[src/rtl/pkt_len_limit.sv]
// Packet length limiter: forwards up to len_q samples per packet, forces tlast on
// the last allowed sample, drops the overflow and counts truncated packets.
module pkt_len_limit #(
  parameter int unsigned WIDTH = 32,
  parameter int unsigned MAX_L = 32,
  parameter int unsigned CNT_W = 16,
  localparam int unsigned LEN_W = $clog2(MAX_L + 1)
) (
  input  logic             clk,
  input  logic             reset,
  input  logic [LEN_W-1:0] len,
  input  logic [WIDTH-1:0] i_tdata,
  input  logic             i_tlast,
  input  logic             i_tvalid,
  output logic             i_tready,
  output logic [WIDTH-1:0] o_tdata,
  output logic             o_tlast,
  output logic             o_tvalid,
  input  logic             o_tready,
  output logic [CNT_W-1:0] trunc_cnt,
  output logic             trunc_pulse
);

  typedef enum logic {PASS, DROP} state_t;

  state_t             state, state_nxt;
  logic [LEN_W-1:0]   cnt, cnt_nxt;
  logic [LEN_W-1:0]   len_q, len_q_nxt;
  logic [LEN_W-1:0]   len_sel, len_cur;
  logic [WIDTH-1:0]   tdata_nxt;
  logic               tlast_nxt, tvalid_nxt;
  logic [CNT_W-1:0]   trunc_cnt_nxt;
  logic               pulse_nxt;
  logic               acc, at_lim;

  // DROP sinks everything; PASS accepts whenever the output slot frees up
  assign i_tready = (state == DROP) | ~o_tvalid | o_tready;
  assign acc      = i_tvalid & i_tready;

  // Illegal requests fall back to the longest legal packet
  assign len_sel = (len == '0 || 32'(len) > MAX_L) ? LEN_W'(MAX_L) : len;
  assign len_cur = (cnt == '0) ? len_sel : len_q;
  assign at_lim  = (cnt == len_cur - LEN_W'(1));

  always_ff @(posedge clk) begin
    if (reset) begin
      state       <= PASS;
      cnt         <= '0;
      len_q       <= LEN_W'(MAX_L);
      o_tdata     <= '0;
      o_tlast     <= 1'b0;
      o_tvalid    <= 1'b0;
      trunc_cnt   <= '0;
      trunc_pulse <= 1'b0;
    end else begin
      state       <= state_nxt;
      cnt         <= cnt_nxt;
      len_q       <= len_q_nxt;
      o_tdata     <= tdata_nxt;
      o_tlast     <= tlast_nxt;
      o_tvalid    <= tvalid_nxt;
      trunc_cnt   <= trunc_cnt_nxt;
      trunc_pulse <= pulse_nxt;
    end
  end

  always_comb begin
    state_nxt     = state;
    cnt_nxt       = cnt;
    len_q_nxt     = len_q;
    tdata_nxt     = o_tdata;
    tlast_nxt     = o_tlast;
    tvalid_nxt    = o_tvalid & ~o_tready;
    trunc_cnt_nxt = trunc_cnt;
    pulse_nxt     = 1'b0;
    case (state)
      PASS: begin
        if (acc) begin
          if (cnt == '0) len_q_nxt = len_sel;
          tdata_nxt  = i_tdata;
          tlast_nxt  = i_tlast | at_lim;
          tvalid_nxt = 1'b1;
          if (i_tlast) begin
            cnt_nxt = '0;
          end else if (at_lim) begin
            cnt_nxt   = '0;
            state_nxt = DROP;
            pulse_nxt = 1'b1;
            if (trunc_cnt != '1) trunc_cnt_nxt = trunc_cnt + CNT_W'(1);
          end else begin
            cnt_nxt = cnt + LEN_W'(1);
          end
        end
      end
      DROP: begin
        if (acc && i_tlast) state_nxt = PASS;
      end
      default: state_nxt = PASS;
    endcase
  end

endmodule

[config.mk]
export PLATFORM = sky130hd
export DESIGN_NAME = pkt_len_limit
export DESIGN_NICKNAME = d
export VERILOG_FILES = /design/src/rtl/pkt_len_limit.sv
export SDC_FILE = /design/constraint.sdc
export NUM_CORES = 1
export LEC_CHECK = 0
export BUFFER_PORTS_ARGS = -buffer_cell sky130_fd_sc_hd__buf_2
export CORE_MARGIN = 1.5
export CORE_UTILIZATION = 46
export CTS_BUF_LIST = sky130_fd_sc_hd__clkbuf_8 sky130_fd_sc_hd__clkbuf_16
export DETAILED_ROUTE_END_ITERATION = 12
export PLACE_DENSITY = 0.85
export SETUP_SLACK_MARGIN = 0.02
export SLEW_MARGIN = 20
export SYNTH_ARGS = -nofsm -noshare
export SYNTH_HDL_FRONTEND = slang
export SYNTH_SLANG_ARGS = --single-unit
[constraint.sdc]
create_clock -name clk -period 3.5 [get_ports clk]
set_input_delay 0.175 -clock clk [delete_from_list [all_inputs] [get_ports clk]]
set_output_delay 0.175 -clock clk [all_outputs]
set_load 0.03 [all_outputs]
==> flow_summary.yaml <==
critical_path:
  end_kind: "register"
  regToRegStartpoint: "cnt[1]"
  rr_worst_depth: 12
  required_ns: 3.76
  r2r_end: "trunc_cnt[4]"
  critPathMaxFanout: 6
  startpoint_type: "register"
  r2r_slack_ns: 0.07
  critPathArrivalTime_ns: 3.68
  path_class: "register to register"
yosys:
  yosys.cell_types.count: 50
  synth_area_um2: 3020
  yosys-top-cells-count: "nand2_1, dfxtp_1, a21oi_1"
  synth_seq_cells: 64
  async_flop_share_pct: 0
  seq_area_frac_synth_pct: 42.5
  netlist.area_leader.share_pct: 42.5
  avgSynthCellArea_um2: 8.07
  synth_nets: 421
  yosys-top-cells-area: "dfxtp_1, nand2_1, a21oi_1"
  ys.flop_type: "dfxtp_1"
  synth_area_leader_cell: "dfxtp_1"
  netlist_instances: 374
  synth_edf_count: 0
  yosysWarnings: 0
  synth_most_common_cell: "nand2_1"
detailed_routing:
  wl_met1_mm: 3.35
  dr_total_vias: 3062
  first_pass_iters: 5
  viasPerCell: 5.57
  wirelength_mm: 7.75
  drt-wirelength-per-cell_um: 14.1
  met2_length_mm: 3.81
  wl_met3_um: 527
  ant_nets: 0
  drtIter0Drc: 150
  highest_layer: "met4"
  drc_errors: 0
die:
  rows: 29
  chipWidth_um: 84.0
  die_area_um2: 7060
  io_pins: 95
  die_h_um: 84.0
  initial_core_util_pct: 47.5
  core_um2: 6350
layout:
  drive_above_1_share_pct: 34.0
  area_growth_pct: 28.9
  antenna-diode-count: 0
  fin_nets: 515
  fin_cells: 550
  utilization_pct: 61.3
place:
  port_buffers: 94
  dp_slack_ns: -0.0747
  dp_cells: 532
  gp_congestion: 0.975
  hpwl_mm: 5.12
timing:
  maxSlewHeadroom_pct: 51.2
  finalSetupViolCount: 0
  maxClockFrequency_mhz: 292
  fin_ws_ns: 0.0734
  fin_hold_ws_ns: 0.0649
  drv_slew: 0
  hold_violations: 0
  grt_setup_unrepaired: "yes"
  final.period_utilization_pct: 97.9
  clock_skew_ns: 0.00931
  worst_pin_slew_ns: 0.722
  min_period_ns: 3.43
clock_network:
  clk_pin_slew_ns: 0.07
  worstSkewPairLatency_ns: 0.34
  tritoncts: "yes"
  cts_made_buffers: 9
  clock_sinks: 64
  cts_root_buffer: "clkbuf_8"
  htree_levels: 3
  cts_hold_buf: 0
  cts_buffer_depth: 2
worst_hold_path:
  holdCritPathClass: "input port to register"
  whs_endpoint: "state"
  min_path_cells: 2
  hp-start: "i_tvalid"
job:
  maxCapViolations: 0
power:
  max-vdd-ir-drop_mv: 0.323
  p_per_area_nw_per_um2: 418
  p_leak_nw: 1.64
global_routing:
  antenna_found_initial: 0
  grt_overflow_total: 0
  grt.total_usage_pct: 20.8
  grt_pass1_vias: 2642
  grt_pass1_wl_mm: 12.1
  grt_start_max_net_pins: 50
status:
  status: "finished, final reports clean"
-- state kept, by name (all words and copies together) (netlist names) --
| register | flops |
|---|---|
| o_tdata | 32 |
| trunc_cnt | 16 |
| cnt | 6 |
| len_q | 6 |
| o_tlast | 1 |
| o_tvalid | 1 |
| state | 1 |
| trunc_pulse | 1 |
-- cell type report --
type | count | area [µm²]
Clock buffer | 10 | 138
Timing Repair Buffer | 106 | 561
Sequential cell | 64 | 1280
Multi-Input combinational cell | 277 | 1730
Clock inverter | 6 | 42.5
Tap cell | 77 | 96.3
Inverter | 10 | 37.5
Fill cell | 569 | 2460
-- kinds of logic (layout without fill, tap and decap cells) --
group | Yosys count | after routing | synth area share, %
simple gates | 165 | 167 | 27.9
compound gates | 91 | 91 | 18.4
flops | 64 | 64 | 42.5
buf+inv | 35 | 132 | 4.73
xor+xnor | 8 | 8 | 2.32
mux | 7 | 7 | 2.57
fa+ha+maj | 4 | 4 | 1.66
-- per-stage QoR --
stage / instance area, µm² / power, mW / setup TNS (ns)
2_1_floorplan: 3030 / 0.974 / 0
3_3_place_gp: 3590 / 1.05 / 0
3_5_place_dp: 3590 / 1.06 / -0.184
4_1_cts: 3770 / 1.62 / 0
5_1_grt: 3890 / 1.71 / -0.0649
6_report: 3890 / 1.63 / 0
-- critical path, stage by stage (launching register included) --
cell and delay [ns]:
dfxtp_2 0.32, inv_2 0.07, ha_4 0.14, nor4b_4 0.27, nand2_2 0.15, nor3b_2 0.24, a21oi_2 0.06, ha_1 0.29
xnor2_1 0.13, or3_4 0.40, or4_4 0.63, or4_4 0.51, a21oi_2 0.13
-- power by group --
part	switching (mW)	internal [mW]	leakage, nW	total (mW)
Sequential	0.0172	0.758	0.524	0.775
Clock	0.292	0.277	0.0887	0.569
Combinational	0.185	0.0994	1.03	0.284
Total	0.494	1.13	1.64	1.63
-- how the worst max path moves through the flow --
stage	depth (start not counted)	to	start
after global routing	12	trunc_cnt[3]	cnt[1]
after floorplan	13	trunc_cnt[9]	cnt[0]
final	12	trunc_cnt[4]	cnt[1]
after global placement	12	trunc_cnt[13]	cnt[0]
after CTS	12	trunc_cnt[11]	cnt[0]
after detailed placement	12	trunc_cnt[11]	cnt[0]
-- layout by cell type (no fill, tap or decap), drive strengths merged, types with 4 or more instances in the layout --
cell type    n
nor2        20
nand3       12
buf        106
a211oi       6
o31ai        7
clkbuf      10
mux2         6
or2          4
or3          8
ha           4
xnor2        5
o21ai        8
a21oi       52
dfxtp       64
nand2       73
inv         11
or4          9
nor3         6
nand2b       6
nor2b        9
-- timing repair --
item / CTS / global route
setup endpoints to repair: 9 / 14
resized for setup: 0 / 23
cloned: 0 / 2
buffers inserted: 0 / 0
pin swaps: 1 / 8
-- routing by layer --
layer  global-route usage [%]  up-vias
met5                        0        -
met4                     6.86        0
met3                     5.64        4
met2                     33.4      125
met1                     27.2     1424
li1                         -     1509
(Power assumes the default switching activity.)
